File: src/rtl/clkdiv_ctrl_pkg.sv
// Shared definitions for the clock-divider configuration controller.
//   clkdiv_state_e : controller FSM states
//   CLKDIV_W       : width of a divisor value
//   CLKDIV_MIN_DIV : smallest divisor the divider can run with
//   clkdiv_div_ok  : divisor legality check
package clkdiv_ctrl_pkg;

  localparam int CLKDIV_W = 32;
  localparam logic [CLKDIV_W-1:0] CLKDIV_MIN_DIV = 32'd2;

  typedef enum logic [2:0] {
    INIT,
    IDLE,
    CHECK,
    HOLD,
    RESP
  } clkdiv_state_e;

  function automatic logic clkdiv_div_ok(input logic [CLKDIV_W-1:0] d);
    return (d >= CLKDIV_MIN_DIV);
  endfunction

endpackage

File: src/rtl/rr_arbiter.sv
// Combinational round-robin pick.
//   req       : request vector, one bit per requester
//   ptr       : requester with highest priority this cycle
//   gnt_idx   : first requester at or after ptr (wrapping)
//   gnt_valid : at least one request present
module rr_arbiter #(
  parameter int N  = 2,
  parameter int IW = (N > 1) ? $clog2(N) : 1
) (
  input  logic [N-1:0]  req,
  input  logic [IW-1:0] ptr,
  output logic [IW-1:0] gnt_idx,
  output logic          gnt_valid
);

  logic [IW:0] k;

  // Walk offsets from farthest to nearest so the nearest hit wins.
  always_comb begin
    gnt_idx   = '0;
    gnt_valid = 1'b0;
    k         = '0;
    for (int i = N - 1; i >= 0; i--) begin
      k = {1'b0, ptr} + (IW + 1)'(i);
      if (k >= (IW + 1)'(N)) begin
        k = k - (IW + 1)'(N);
      end
      if (req[k[IW-1:0]]) begin
        gnt_valid = 1'b1;
        gnt_idx   = k[IW-1:0];
      end
    end
  end

endmodule

File: src/rtl/clkdiv_ctrl.sv
// Configuration controller for the shared programmable clock divider.
// Requesters are arbitrated round-robin; a legal new divisor is applied
// while the divider is held in reset for HOLD_CYCLES cycles so the divided
// clock restarts cleanly from its high phase.
//   clk, rstn   : clock, asynchronous active-low reset
//   req_i       : per-requester level request, held until ack
//   div_i       : requested divisors, 32 bits per requester
//   ack_o       : one-cycle one-hot completion pulse
//   err_o       : request rejected (valid with ack_o)
//   busy_o      : controller not idle
//   divisor_o   : divisor to the divider
//   div_rstn_o  : active-low reset to the divider
module clkdiv_ctrl
  import clkdiv_ctrl_pkg::*;
#(
  parameter int                  NREQ        = 2,
  parameter int                  HOLD_CYCLES = 2,
  parameter logic [CLKDIV_W-1:0] RESET_DIV   = 32'd2
) (
  input  logic                     clk,
  input  logic                     rstn,
  input  logic [NREQ-1:0]          req_i,
  input  logic [CLKDIV_W*NREQ-1:0] div_i,
  output logic [NREQ-1:0]          ack_o,
  output logic                     err_o,
  output logic                     busy_o,
  output logic [CLKDIV_W-1:0]      divisor_o,
  output logic                     div_rstn_o
);

  localparam int IW = (NREQ > 1) ? $clog2(NREQ) : 1;
  localparam int CW = (HOLD_CYCLES > 1) ? $clog2(HOLD_CYCLES) : 1;
  localparam logic [CW-1:0] CNT_INIT = CW'(HOLD_CYCLES - 1);

  clkdiv_state_e       state_q, state_d;
  logic [CW-1:0]       cnt_q, cnt_d;
  logic [IW-1:0]       ptr_q, ptr_d;
  logic [IW-1:0]       gnt_q, gnt_d;
  logic [CLKDIV_W-1:0] cand_q, cand_d;
  logic                rej_q, rej_d;
  logic [CLKDIV_W-1:0] divisor_q, divisor_d;
  logic                div_rstn_q, div_rstn_d;
  logic [NREQ-1:0]     ack_q, ack_d;
  logic                err_q, err_d;
  logic                busy_q, busy_d;

  logic [IW-1:0]       arb_idx;
  logic                arb_valid;

  rr_arbiter #(
    .N  (NREQ),
    .IW (IW)
  ) u_arb (
    .req       (req_i),
    .ptr       (ptr_q),
    .gnt_idx   (arb_idx),
    .gnt_valid (arb_valid)
  );

  always_comb begin
    state_d    = state_q;
    cnt_d      = cnt_q;
    ptr_d      = ptr_q;
    gnt_d      = gnt_q;
    cand_d     = cand_q;
    rej_d      = rej_q;
    divisor_d  = divisor_q;
    div_rstn_d = div_rstn_q;

    unique case (state_q)
      // The divider is released once the count expires; the controller
      // then spends one more cycle in INIT so the divider's first cycle
      // out of reset is not also the first cycle a request can be taken.
      INIT: begin
        if (cnt_q != '0) begin
          cnt_d = cnt_q - CW'(1);
        end else if (!div_rstn_q) begin
          div_rstn_d = 1'b1;
        end else begin
          state_d = IDLE;
        end
      end
      IDLE: begin
        if (arb_valid) begin
          gnt_d = arb_idx;
          for (int k = 0; k < NREQ; k++) begin
            if (arb_idx == IW'(k)) begin
              cand_d = div_i[k*CLKDIV_W +: CLKDIV_W];
            end
          end
          ptr_d   = (arb_idx == IW'(NREQ - 1)) ? '0 : arb_idx + IW'(1);
          state_d = CHECK;
        end
      end
      CHECK: begin
        if (!clkdiv_div_ok(cand_q)) begin
          rej_d   = 1'b1;
          state_d = RESP;
        end else if (cand_q == divisor_q) begin
          rej_d   = 1'b0;
          state_d = RESP;
        end else begin
          rej_d      = 1'b0;
          divisor_d  = cand_q;
          div_rstn_d = 1'b0;
          cnt_d      = CNT_INIT;
          state_d    = HOLD;
        end
      end
      HOLD: begin
        if (cnt_q != '0) begin
          cnt_d = cnt_q - CW'(1);
        end else begin
          div_rstn_d = 1'b1;
          state_d    = RESP;
        end
      end
      RESP: begin
        state_d = IDLE;
      end
      default: begin
        state_d = INIT;
      end
    endcase

    // Outputs are registered from the next state so they line up with it.
    ack_d = '0;
    if (state_d == RESP) begin
      for (int k = 0; k < NREQ; k++) begin
        ack_d[k] = (gnt_d == IW'(k));
      end
    end
    err_d  = (state_d == RESP) ? rej_d : 1'b0;
    busy_d = (state_d != IDLE);
  end

  always_ff @(posedge clk or negedge rstn) begin
    if (!rstn) begin
      state_q    <= INIT;
      cnt_q      <= CNT_INIT;
      ptr_q      <= '0;
      divisor_q  <= RESET_DIV;
      div_rstn_q <= 1'b0;
      ack_q      <= '0;
      err_q      <= 1'b0;
      busy_q     <= 1'b1;
    end else begin
      state_q    <= state_d;
      cnt_q      <= cnt_d;
      ptr_q      <= ptr_d;
      divisor_q  <= divisor_d;
      div_rstn_q <= div_rstn_d;
      ack_q      <= ack_d;
      err_q      <= err_d;
      busy_q     <= busy_d;
    end
  end

  // Transaction payload: only meaningful after a grant, so no reset needed.
  always_ff @(posedge clk) begin
    gnt_q  <= gnt_d;
    cand_q <= cand_d;
    rej_q  <= rej_d;
  end

  assign ack_o      = ack_q;
  assign err_o      = err_q;
  assign busy_o     = busy_q;
  assign divisor_o  = divisor_q;
  assign div_rstn_o = div_rstn_q;

endmodule

File: config.mk
export PLATFORM = sky130hd
export DESIGN_NAME = clkdiv_ctrl
export DESIGN_NICKNAME = d
export VERILOG_FILES = /design/src/rtl/clkdiv_ctrl_pkg.sv /design/src/rtl/rr_arbiter.sv /design/src/rtl/clkdiv_ctrl.sv
export SDC_FILE = /design/constraint.sdc
export NUM_CORES = 1
export LEC_CHECK = 0
export ABC_CLOCK_PERIOD_IN_PS = 1900
export CORE_ASPECT_RATIO = 1.1
export CORE_MARGIN = 5
export CORE_UTILIZATION = 57
export CTS_CLUSTER_SIZE = 28
export DETAILED_ROUTE_END_ITERATION = 16
export DONT_BUFFER_PORTS = 1
export PLACE_DENSITY = 0.72
export SLEW_MARGIN = 10
export SYNTH_ARGS = -nofsm -noshare
export SYNTH_HDL_FRONTEND = slang
export SYNTH_SLANG_ARGS = --single-unit
File: constraint.sdc
create_clock -name clk -period 1.9 [get_ports clk]
set_input_delay 0.475 -clock clk [delete_from_list [all_inputs] [get_ports clk]]
set_output_delay 0.475 -clock clk [all_outputs]
set_load 0.05 [all_outputs]
; Word level (Yosys, flattened, before mapping)
; Cells that the tools add are included.
[totals]
regBits = 76
output_inout_bits = 37
[op_classes]
order_cmp = 5
bitwise = 2
n_reduce_logical = 7
addsub = 5
eq_ne = 10
muxes = 33
[ops]
columns = operator, n
row1 = 32-bit equality test, 1
row2 = "32-bit by 2-bit greater-or-equal comparator with 1-bit output, second input constant", 1
row3 = 32-bit 2-to-1 mux, 1
row4 = 1-bit 2-to-1 mux, 22
row5 = 3-bit 2-to-1 mux, 6
row6 = 3-bit case mux with 5 select lines, 1
row7 = "3-bit by 2-bit equality test with 1-bit output, second input constant", 2
row8 = "3-bit equality test, second input constant", 2
row9 = "2-bit != test, second input constant", 3
row10 = 3-bit AND reduction, 2
row11 = "1-bit by 2-bit < comparator with 1-bit output, second input constant", 2
row12 = 1-bit case mux with 2 select lines, 2
row13 = 4-bit AND reduction, 1
row14 = "3-bit by 1-bit equality test with 1-bit output, second input constant", 1
row15 = 3-bit zero test, 1
row16 = "3-bit by 1-bit != test with 1-bit output, second input constant", 1
row17 = "1-bit subtractor, second input constant", 3
row18 = "1-bit by 1-bit adder with 2-bit output, second input constant", 1
row19 = "1-bit by 2-bit greater-or-equal comparator with 1-bit output, second input constant", 1
row20 = "2-bit greater-or-equal comparator, second input constant", 1
row21 = 2-bit 2-to-1 mux, 1
row22 = 1-bit inverter, 2
row23 = 2-bit AND reduction, 1
row24 = 2-bit nonzero test, 1
row25 = other kinds (2), 2

; Depth between registers and ports, before layout
[logic_depth]
depth_word = 11
ltp_mapped = 6

; By module
; A second synthesis with hierarchy kept.
[hier_totals]
cells_unflattened = 244
hier_area_um2 = 3643.5
[by_module_without_submodules]
columns = module, instances, seq_area_each_um2, cells_each, area_per_inst_um2
row1 = clkdiv_ctrl, 1, 2055.7, 241, 3626.0
row2 = rr_arbiter, 1, 0.0, 3, 17.5

; Worst setup path after synthesis
; OpenSTA, ideal clock, no wires.
[synth_path]
path_type = flip-flop to flip-flop
startpoint = register divisor_q[1], in the netlist divisor_o[1]
endpoint = register divisor_q[24], in the netlist divisor_o[24]
arrival_ps = 2027
stages_incl_launch_ff = 7
synth_period_minus_slack_ps = 2152
n_path_buf = 1
slack_ps = -252
required_ps = 1775
setup_ps = 125
path_cell_list = dfstp_2 -> xnor2_1 -> nand4_1 -> nor4_2 -> a211oi_2 -> buf_6 -> mux2_4
[synth_via]
elab_chain_len = 3
[synth_lines]
columns = element, line
row1 = from (decl), clkdiv_ctrl.sv:41  ; logic [CLKDIV_W-1:0] divisor_q, divisor_d;
row2 = from (signal assigned), clkdiv_ctrl.sv:151  ; divisor_q <= divisor_d;
row3 = 32-bit equality test, clkdiv_ctrl.sv:99  ; end else if (cand_q == divisor_q) begin
row4 = 1-bit inverter (no source line), --
row5 = 3-bit AND reduction (no source line), --
; Every way passes these cells.
; A chain may end at the register's enable or synchronous reset.

; Final worst setup path
[layout_path]
startpoint = register cand_q[23]
endpoint = register divisor_q[15], in the netlist divisor_o[15]
[layout_via]
elab_chain_len = 3
word_cells_on_any_way = 4
[layout_lines]
columns = element, line
row1 = from (decl), clkdiv_ctrl.sv:39  ; logic [CLKDIV_W-1:0] cand_q, cand_d;
row2 = from (signal assigned), clkdiv_ctrl.sv:162  ; cand_q <= cand_d;
row3 = "parallel branches: the longest is 2 deep, another holds 32-bit by 2-bit greater-or-equal comparator with 1-bit output", --
row4 = 3-bit AND reduction (no source line) (*), --
; Mark *: on every way between the ends.

==> metrics list <==
* Status: finished, violations left
- Violated checks: setup timing
- For this run, design rule violations remaining after detail routing come to 0.
- Maximum clock rate: 510 MHz
- Setup violations remaining at the end of the flow were counted as 32.
- Worst R2R Setup Slack: -60 ps
- Once layout is complete, the cells apart from fillers number about 400.
* Number of nets with antenna violations after detailed routing: 0
* Average footprint of a synthesized cell: approximately 14 sq um
* Most instantiated flip-flop cell in the synthesis netlist: sky130_fd_sc_hd__dfrtp_1
- The placed instances occupy a cell area of 4050 sq um.
- Initial antenna violation count: 0
- The first global-routing pass estimated 12,800 um of wire.
- The floorplan step defined a die boundary enclosing 7850 sq um.
- Root Buffer Master: sky130_fd_sc_hd__clkbuf_8
- In this run the worst hold path is classified as primary input to flop.
* Number of flops mapped to enable cells by yosys: 32
* Worst stage delay on the critical path: 410 ps
- P_leak: between 1.5 and 2 nW
- Die height: 92.4 um
- Of the total power, the share spent switching nets is 0.433.
- The number of buffers and inverters on the critical path is 2.
* Maximum number of pins on one net before global-route repair: 43
- The number of slew-limit violations in the final report is 0.
- Global placer's final weighted congestion: 0.835
- Combinational share of power: 0.504
- The pre-antenna-repair detailed-routing pass consisted of 4 iterations.
* Flip-flop and latch count after synthesis: 76
- Setup WS post-layout: -62.7 ps
- Count of inserted antenna diode cells: 0
* Startpoint-to-endpoint class of the critical path: flop to flop
* NumNets Final: approximately 370
* List of cells traversed by the critical path: xnor2_1 > buf_4 > nand4_1 > nor4_4 > a211oi_4 > buf_4 > mux2_2
- The via count of the first global-routing pass is 2,525.
* Number of cells produced by synthesis: 244
- Setup repair after global routing could not meet its margin everywhere.
- Insertion delay to the later sink of the worst-skew pair: about 350 ps
- Clock network fraction of total power: 0.134
* Cell area after technology mapping: roughly 3500 sq um
- For this design, the sink count on the clock tree is 76.
* Max-Slew Margin vs Limit: 0.646
- Yosys instantiated no cell more often than sky130_fd_sc_hd__mux2_2.
- Deepest level of the CTS H-tree: 3
- CP required: 2130 ps
- Max Fanout on Critical Path: 9
- Clock-pin slew was measured on the worst setup and hold paths at 80 ps.
- After layout, the minimum clock period comes to 1960 ps.
- Post-layout instance area: between 4000 and 5000 sq um
- Internal power comes to 4.99 mW.
- Type of element capturing the critical path: flop
- Of the synthesized area, sequential elements account for 0.584.
- Core area: 6080 sq um
* Async set-or-reset flop fraction in the synthesized netlist: 0.553
- Sequential fraction of design power: 0.362
* Final core area utilization: 0.726
- Signed area change from the synthesized netlist to the final layout: 25.5%
* Net count of the mapped netlist: 312
* Global route total overflow: 0
* Top post-synthesis cells by area: sky130_fd_sc_hd__dfrtp_1 (28%), sky130_fd_sc_hd__edfxtp_1 (27%), sky130_fd_sc_hd__mux2_2 (20%)
- Hold timing on the final database bottoms out at a slack of approximately 230 ps.
- Die width: 84.9 um
- Number of warnings issued by yosys: 0
- Number of placement rows: 30
- Post-synth top cells: sky130_fd_sc_hd__mux2_2 (64), sky130_fd_sc_hd__dfrtp_1 (39), sky130_fd_sc_hd__edfxtp_1 (32), sky130_fd_sc_hd__xnor2_1 (32), sky130_fd_sc_hd__nand4_1 (10)
- Among the stages of the critical path, the cell type that occurs most often is sky130_fd_sc_hd__buf_4.
- Number of clock buffers inserted by TritonCTS: 9
- For the final database, setup skew stands at 7.08 ps.
- 105 I/O pins were placed.
* CTS tree: yes
- Number of endpoints with negative hold slack in the final report: 0
- Number of max-cap violations: 0
* Detailed-placement wirelength estimate: 5960 um
- Via Count: around 2,300
- Port Buffer Count: 0
- Dividing the detail-routed via count by the number of cells gives roughly 5.8.
- For the pin with the worst max-slew slack, the measured transition is 531 ps.
* Total global routing track utilization: 0.216
* Max Root-Sink Buffers: 2
- Maximum ir drop on the vdd rail: ~1.1 mV
- For this block, the initial DRC count from the detailed router was between 100 and 150.
- After detailed routing, the average wire length per cell comes to 20.8 um.
- The kind of cell with the highest combined delay along the critical path is flip-flops.
- Synthesis instantiated 31 different standard cells from the library.
- Data arrival at the endpoint of the critical path: around 2200 ps
* Share of the clock period used by the worst path after layout: 1.03
* Power density of the placed cells: 1990 nW/um^2
* Fraction of final layout cells sized beyond drive strength 1: 0.619
- Placed insts: 369
- Sw power: 3.81 mW
* Starting Density: 0.579
* Top cell type by total area after synthesis: sky130_fd_sc_hd__dfrtp_1
- The share of synthesized area in the top cell type comes to 0.277.
* Final wirelength: between 8000 and 9000 um
- STA classifies the critical path startpoint as a flop.
- Slowest cell on crit path: sky130_fd_sc_hd__edfxtp_1
==> state kept, by name, summed over array words and instances (netlist names) <==
signal	count
ptr_q	1
state_q	3
err_o	1
ack_o	2
rej_q	1
gnt_q	1
busy_o	1
cand_q	32
divisor_o	32
div_rstn_o	1
cnt_q	1
==> cell type report <==
class	count	area, sq um
Clock inverter	3	37.5
Timing Repair Buffer	58	483
Fill cell	405	1670
Multi-Input combinational cell	156	1530
Clock buffer	12	145
Inverter	5	22.5
Tap cell	80	100
Sequential cell	76	2090
==> final timing paths <==
check | cells after the start | endpoint | from
max | 7 | divisor_o[15] | cand_q[23]
max in group asynchronous | 2 | divisor_o[1] | rstn
min | 1 | ptr_q | req_i[1]
min in group asynchronous | 2 | err_o | rstn
max reg2reg | 7 | divisor_o[15] | cand_q[23]
min reg2reg | 1 | rej_q | rej_q
==> metal layers <==
layer,routed length (um),global-route usage
met1,2980,0.250
met2,4230,0.352
met3,657,0.0943
met4,248,0.0871
met5,0,0
==> kinds of logic (layout without fill, tap and decap cells) <==
kind of cell | Yosys count | after routing | share of synthesized area
DFF | 76 | 76 | 0.584
muxes | 66 | 66 | 0.213
and+or+nand+nor | 40 | 40 | 0.0672
buffers and inverters | 12 | 78 | 0.0192
AOI/OAI and AO/OA | 18 | 18 | 0.0363
xor gates and xnor gates | 32 | 32 | 0.0797
==> placed cells by master (no fill, tap or decap), types with 4 or more instances in the layout <==
cell type | Yosys | layout
sky130_fd_sc_hd__buf_4 | 0 | 52
sky130_fd_sc_hd__clkbuf_8 | 0 | 10
sky130_fd_sc_hd__dfrtp_1 | 39 | 8
sky130_fd_sc_hd__dfrtp_2 | 0 | 31
sky130_fd_sc_hd__edfxtp_1 | 32 | 32
sky130_fd_sc_hd__inv_1 | 5 | 4
sky130_fd_sc_hd__mux2_2 | 64 | 64
sky130_fd_sc_hd__nand4_1 | 10 | 10
sky130_fd_sc_hd__nor2_1 | 5 | 4
sky130_fd_sc_hd__nor3_1 | 5 | 4
sky130_fd_sc_hd__nor4_1 | 7 | 4
sky130_fd_sc_hd__xnor2_1 | 32 | 23
sky130_fd_sc_hd__xnor2_2 | 0 | 9
==> power groups by stage <==
| stage | Combinational, mW | Clock, mW | Sequential [mW] |
|---|---|---|---|
| floorplan | 1.74 | 0 | 4.37 |
| global placement | 4.22 | 0 | 3.11 |
| detailed placement | 4.30 | 0 | 3.15 |
| CTS | 4.42 | 1.20 | 3.16 |
| global route | 4.69 | 1.29 | 3.26 |
| finish | 4.44 | 1.18 | 3.18 |
==> worst reg2reg max path, cell delays in order, from the launching register on <==
cell and delay, ps:
sky130_fd_sc_hd__edfxtp_1 410, sky130_fd_sc_hd__xnor2_1 150, sky130_fd_sc_hd__buf_4 140, sky130_fd_sc_hd__nand4_1 140, sky130_fd_sc_hd__nor4_4 70, sky130_fd_sc_hd__a211oi_4 330
sky130_fd_sc_hd__buf_4 250, sky130_fd_sc_hd__mux2_2 350
==> metrics by stage <==
stage	setup slack (ps)	total power [mW]	TNS [ps]
global placement	-113	7.34	-3080
CTS	-71.0	8.77	-1580
finish	-62.7	8.80	-1050
floorplan	-73.1	6.11	-2010
detailed placement	-114	7.45	-3080
global route	-211	9.23	-6390
==> what timing repair did <==
item	CTS	global route
pin swaps	5	5
setup buffers	1	3
endpoints found under the setup margin	36	40
hold buffers	2	0
hold endpoints to repair	42	0
gates resized for setup	10	10
Note: power is estimated with default switching activity, not from simulation.
